===== src/rtl/pwm_multi.sv =====
// pwm_multi: multi-channel PWM generator. One period counter is shared by
// CHANNELS duty comparators. Period and duty values are double-buffered and
// take effect only at period boundaries.
// Optional feature macro: PWM_CENTER_ALIGNED_EN adds the `center` input and
// an up/down counting mode.
module pwm_multi #(
  parameter int CHANNELS = 4,
  parameter int WIDTH    = 8,
  localparam int CW      = (CHANNELS > 1) ? $clog2(CHANNELS) : 1
) (
  input  logic                clk,
  input  logic                rst_n,
  input  logic                enable,
`ifdef PWM_CENTER_ALIGNED_EN
  input  logic                center,
`endif
  input  logic [WIDTH-1:0]    period,
  input  logic                wr_en,
  input  logic [CW-1:0]       wr_ch,
  input  logic [WIDTH-1:0]    wr_duty,
  output logic [CHANNELS-1:0] pwm_out,
  output logic                period_start
);

  logic [WIDTH-1:0]    cnt_q, cnt_d;
  logic [WIDTH-1:0]    p_act_q, p_act_d;
  logic [WIDTH-1:0]    d_sh_q  [CHANNELS];
  logic [WIDTH-1:0]    d_sh_d  [CHANNELS];
  logic [WIDTH-1:0]    d_act_q [CHANNELS];
  logic [WIDTH-1:0]    d_act_d [CHANNELS];
  logic [CHANNELS-1:0] pwm_q, pwm_d;
  logic                ps_q, ps_d;
  logic                boundary;

`ifdef PWM_CENTER_ALIGNED_EN
  typedef enum logic {DIR_UP, DIR_DOWN} dir_e;
  dir_e dir_q, dir_d;
  logic center_q, center_d;
`endif

  // Shadow duty writes; a channel index outside the array matches nothing.
  always_comb begin
    for (int unsigned i = 0; i < CHANNELS; i++) begin
      d_sh_d[i] = d_sh_q[i];
      if (wr_en && (wr_ch == i[CW-1:0])) begin
        d_sh_d[i] = wr_duty;
      end
    end
  end

  // Counter / direction next state and boundary detection.
  always_comb begin
    cnt_d    = cnt_q;
    p_act_d  = p_act_q;
    d_act_d  = d_act_q;
    boundary = 1'b0;
`ifdef PWM_CENTER_ALIGNED_EN
    dir_d    = dir_q;
    center_d = center_q;
`endif
    if (!enable) begin
      cnt_d   = '0;
      p_act_d = period;
      d_act_d = d_sh_q;
`ifdef PWM_CENTER_ALIGNED_EN
      dir_d    = DIR_UP;
      center_d = center;
`endif
    end else begin
`ifdef PWM_CENTER_ALIGNED_EN
      // Boundary is the step that would land on 0 entering UP; with P=1 that
      // step leaves UP directly, and P=0 falls through to edge behaviour.
      if (center_q && (p_act_q != '0)) begin
        unique case (dir_q)
          DIR_UP: begin
            if (cnt_q == p_act_q) begin
              if (p_act_q == WIDTH'(1)) begin
                boundary = 1'b1;
              end else begin
                cnt_d = cnt_q - WIDTH'(1);
                dir_d = DIR_DOWN;
              end
            end else begin
              cnt_d = cnt_q + WIDTH'(1);
            end
          end
          DIR_DOWN: begin
            if (cnt_q <= WIDTH'(1)) begin
              boundary = 1'b1;
            end else begin
              cnt_d = cnt_q - WIDTH'(1);
            end
          end
        endcase
      end else
`endif
      if (cnt_q == p_act_q) begin
        boundary = 1'b1;
      end else begin
        cnt_d = cnt_q + WIDTH'(1);
      end

      if (boundary) begin
        cnt_d   = '0;
        p_act_d = period;
        d_act_d = d_sh_q;
`ifdef PWM_CENTER_ALIGNED_EN
        dir_d    = DIR_UP;
        center_d = center;
`endif
      end
    end
  end

  // Output next state: compare per channel, boundary pulse, forced low when idle.
  always_comb begin
    pwm_d = '0;
    ps_d  = 1'b0;
    if (enable) begin
      for (int unsigned i = 0; i < CHANNELS; i++) begin
        pwm_d[i] = (cnt_q < d_act_q[i]);
      end
      ps_d = boundary;
    end
  end

  // State register with asynchronous active-low reset.
  always_ff @(posedge clk or negedge rst_n) begin
    if (!rst_n) begin
      cnt_q    <= '0;
      p_act_q  <= '0;
      d_sh_q   <= '{default: '0};
      d_act_q  <= '{default: '0};
      pwm_q    <= '0;
      ps_q     <= 1'b0;
`ifdef PWM_CENTER_ALIGNED_EN
      dir_q    <= DIR_UP;
      center_q <= 1'b0;
`endif
    end else begin
      cnt_q    <= cnt_d;
      p_act_q  <= p_act_d;
      d_sh_q   <= d_sh_d;
      d_act_q  <= d_act_d;
      pwm_q    <= pwm_d;
      ps_q     <= ps_d;
`ifdef PWM_CENTER_ALIGNED_EN
      dir_q    <= dir_d;
      center_q <= center_d;
`endif
    end
  end

  assign pwm_out      = pwm_q;
  assign period_start = ps_q;

endmodule

===== config.mk =====
export PLATFORM = sky130hd
export DESIGN_NAME = pwm_multi
export DESIGN_NICKNAME = d
export VERILOG_FILES = /design/src/rtl/pwm_multi.sv
export SDC_FILE = /design/constraint.sdc
export NUM_CORES = 1
export LEC_CHECK = 0
export CAP_MARGIN = 5
export CORE_MARGIN = 2
export CORE_UTILIZATION = 38
export CTS_CLUSTER_SIZE = 30
export DETAILED_ROUTE_END_ITERATION = 7
export HOLD_SLACK_MARGIN = 0.08
export PLACE_DENSITY = 0.64
export SLEW_MARGIN = 5
export SYNTH_ARGS = -nofsm -noshare
export SYNTH_HDL_FRONTEND = slang
export SYNTH_SLANG_ARGS = --single-unit

===== constraint.sdc =====
create_clock -name clk -period 2.9 [get_ports clk]
set_clock_uncertainty 0.15 [all_clocks]
set_input_delay 0.435 -clock clk [delete_from_list [all_inputs] [get_ports clk]]
set_output_delay 0.435 -clock clk [all_outputs]
set_load 0.03 [all_outputs]

==> metrics.txt <==
die area=0.0116 mm2; via count=2342; Post-CTS Hold Fix Bufs=0; Slew HR=30.8%; Longest Clk Path Bufs=2; Net Sw Frac=26.3%; worst vdd ir=261 uV; per-cell routed wire length=15.6 um; clock share of power=28.0%; largest net degree at the start of global routing=86; final setup vio count=0; DRT Wirelength=7330 um; Antenna Cells=0; Initial DRT Pass Iterations=4; placed cell areas=0.00446 mm2; Seq/Total Area, Yosys=52.0%; Cells after Synth=298; worst r2r src=cnt_q[7]; Via density=4.98; first-pass GRT wire length=12300 um; Crit Path Class=flip-flop to flip-flop; max-slew violations=0; internal power=2.13 mW; worst-margin pin slew=1.04 ns; CP Launch Point=cnt_q[7]; Area Growth Syn to Fin=13.5%; top achievable clock speed=434 MHz; DR DRC count=0; vias in the first global route=2415; Total Routing Usage GR=13.8%; Main synth FF type=dfrtp_1; placed cell count=456; Seq cells post-synth=85; critical path endpoint=d_act_q[27]; Final #Nets=382; final hold slack=0.129 ns; routability cong.=0.754; status=completed; top-count cell post-synth=dfrtp_1; crit path time final=2.31 ns; synth warn=0; maximum fanout along the worst path=43; # clock sinks=85; combinational share of power=19.3%; # Post-CTS Setup Buffers=0; PostCTS Resize Cnt=0; Post-synth top cells=85 x dfrtp_1, 49 x mux2_2, 29 x ha_1, 29 x inv_1, 20 x mux2_4; Synth top area share=52.0%; Multi-input gate area=0.00176 mm2; final cell count without fillers=470; Core Region=0.0104 mm2; Die X=108 um; setup tns final=0 ns; starting density of the core=39.4%; Max-cap violations=0; IO Count=27; RSZ-0062 raised after global routing=no; Worst setup EP type=flip-flop; number of I/O port buffers=26; Final Instance Area=0.00464 mm2; power per cell area=624 mW/mm2; worst reg2reg path depth=6; root buf cell=clkbuf_8; Pleak=2.23 nW; WP data arrival=2.39 ns; Synth area leaders=dfrtp_1 52%, mux2_2 13%, ha_1 8.9%, mux2_4 7.3%, xor2_1 2.8%; r2r setup slk=0.59 ns; Critical R2R Capture=d_act_q[27]; Sw Pwr=762 uW; post-synth cell types=29; Fin. Hold Viols=0; row cnt=37; Storage cell area=0.00213 mm2; Die H=108 um; grt ovf=0; initial antenna violation count=0; mean post-synth cell area=13.7 um2; clk_lat worst skew=0.35 ns; syn_nets=349; CP startpoint kind=flip-flop; cell area after synthesis=0.00409 mm2; period utilisation layout=79.5%; CTS Buf Count=9; post-route ant nets=0; CP required=2.98 ns; CTS tree=done; Flop pwr share=52.7%; H-tree levels=3; Synth area leader=dfrtp_1; share of cells above drive strength 1=26.6%; starting DRC count in detailed routing=74; fraction of registers with async set/reset=100%; Final Power=2.90 mW; hpwl dp=5150 um; Post-synth EDFFs=0; hold crit path type=primary input to async pin; clock slew at reported path FFs=0.08 ns; Fill cells=961
-- placed cells by master, fill, tap and decap left out --
cell / synthesis / layout
mux2_1: 3 / 3
a21oi_1: 2 / 2
inv_1: 29 / 29
buf_4: 1 / 2
bufinv_16: 0 / 1
nand2_2: 1 / 1
dfrtp_1: 85 / 85
buf_12: 3 / 1
mux2_2: 49 / 49
xor2_1: 13 / 13
o2111a_1: 1 / 1
nand2b_1: 4 / 4
clkdlybuf4s50_1: 0 / 25
ha_1: 29 / 29
clkbuf_8: 0 / 10
nand2_1: 1 / 1
nor4_1: 1 / 1
a211oi_1: 6 / 6
nor4_2: 1 / 1
nand3b_1: 5 / 5
xnor2_1: 1 / 1
nor2b_1: 1 / 1
a21o_1: 8 / 8
clkinv_2: 0 / 1
nor2_1: 10 / 10
mux2_4: 20 / 20
nand3_1: 6 / 6
clkinvlp_4: 0 / 2
nor3b_2: 1 / 1
nor3_1: 3 / 3
o21ai_0: 1 / 1
and3_1: 4 / 4
nand4_1: 7 / 7
-- per-layer routing --
metal | part of all wire [%] | wire length, um | track usage (%) | vias up
li1 | - | - | - | 1105
met1 | 50 | 3640 | 19.5 | 1197
met2 | 46 | 3360 | 20.7 | 28
met3 | 2.8 | 209 | 3.33 | 12
met4 | 1.8 | 129 | 5.04 | 0
met5 | 0 | 0 | 0 | -
-- layout make-up --
class / count / area share, %
inverters: 29 / 2.34
multi-input cells: 178 / 38.0
well taps: 136 / 3.66
clock buffers: 10 / 2.96
repair buffers: 28 / 6.14
flip-flops and latches: 85 / 45.8
clock inverters: 4 / 1.08
-- flip-flops by register name (all words and copies together), names as in the netlist --
register / cells
p_act_q: 8
pwm_out: 4
d_act_q: 32
d_sh_q: 32
period_start: 1
cnt_q: 8
-- power groups by stage --
stage | Combinational [mW] | Clock (mW) | Sequential, mW
6_report | 0.560 | 0.811 | 1.53
5_1_grt | 0.624 | 0.885 | 1.55
4_1_cts | 0.568 | 0.832 | 1.53
3_5_place_dp | 0.565 | 0 | 1.55
3_3_place_gp | 0.548 | 0 | 1.54
2_1_floorplan | 0.426 | 0 | 1.51
-- worst max-delay path: stages, from the launching register on --
cell and delay (ns):
dfrtp_1 0.49, xor2_1 0.19, nor4_1 0.36, nand2_1 0.13, nand2_2 0.18, buf_12 0.28
mux2_2 0.37
-- how the worst min path moves through the flow --
stage	slack [ns]	cells past startpoint	from	to
final	0.13	1	rst_n	d_sh_q[30]
after CTS	0.16	1	rst_n	d_sh_q[20]
after global placement	0.32	1	d_act_q[20]	d_act_q[20]
after floorplan	-0.01	0	rst_n	cnt_q[0]
after detailed placement	0.33	1	d_sh_q[20]	d_act_q[20]
after global routing	0.23	1	rst_n	d_sh_q[20]
-- kinds of logic after synthesis --
family / share of synthesized area [%]
flip-flops: 52.0
multiplexers: 21.7
AND/OR/NAND/NOR: 6.39
buffers and inverters: 4.86
adder cells (fa/ha/maj): 8.87
AO/OA/AOI/OAI: 3.21
XOR/XNOR: 3.00
-- stage by stage --
step	setup slack (ns)	utilization, %
after floorplan	0.933	-
after global placement	0.624	43.0
after detailed placement	0.586	43.0
after CTS	0.573	44.8
after global routing	0.397	44.8
final	0.593	44.8
No activity file was read; power rests on OpenSTA's default activity.
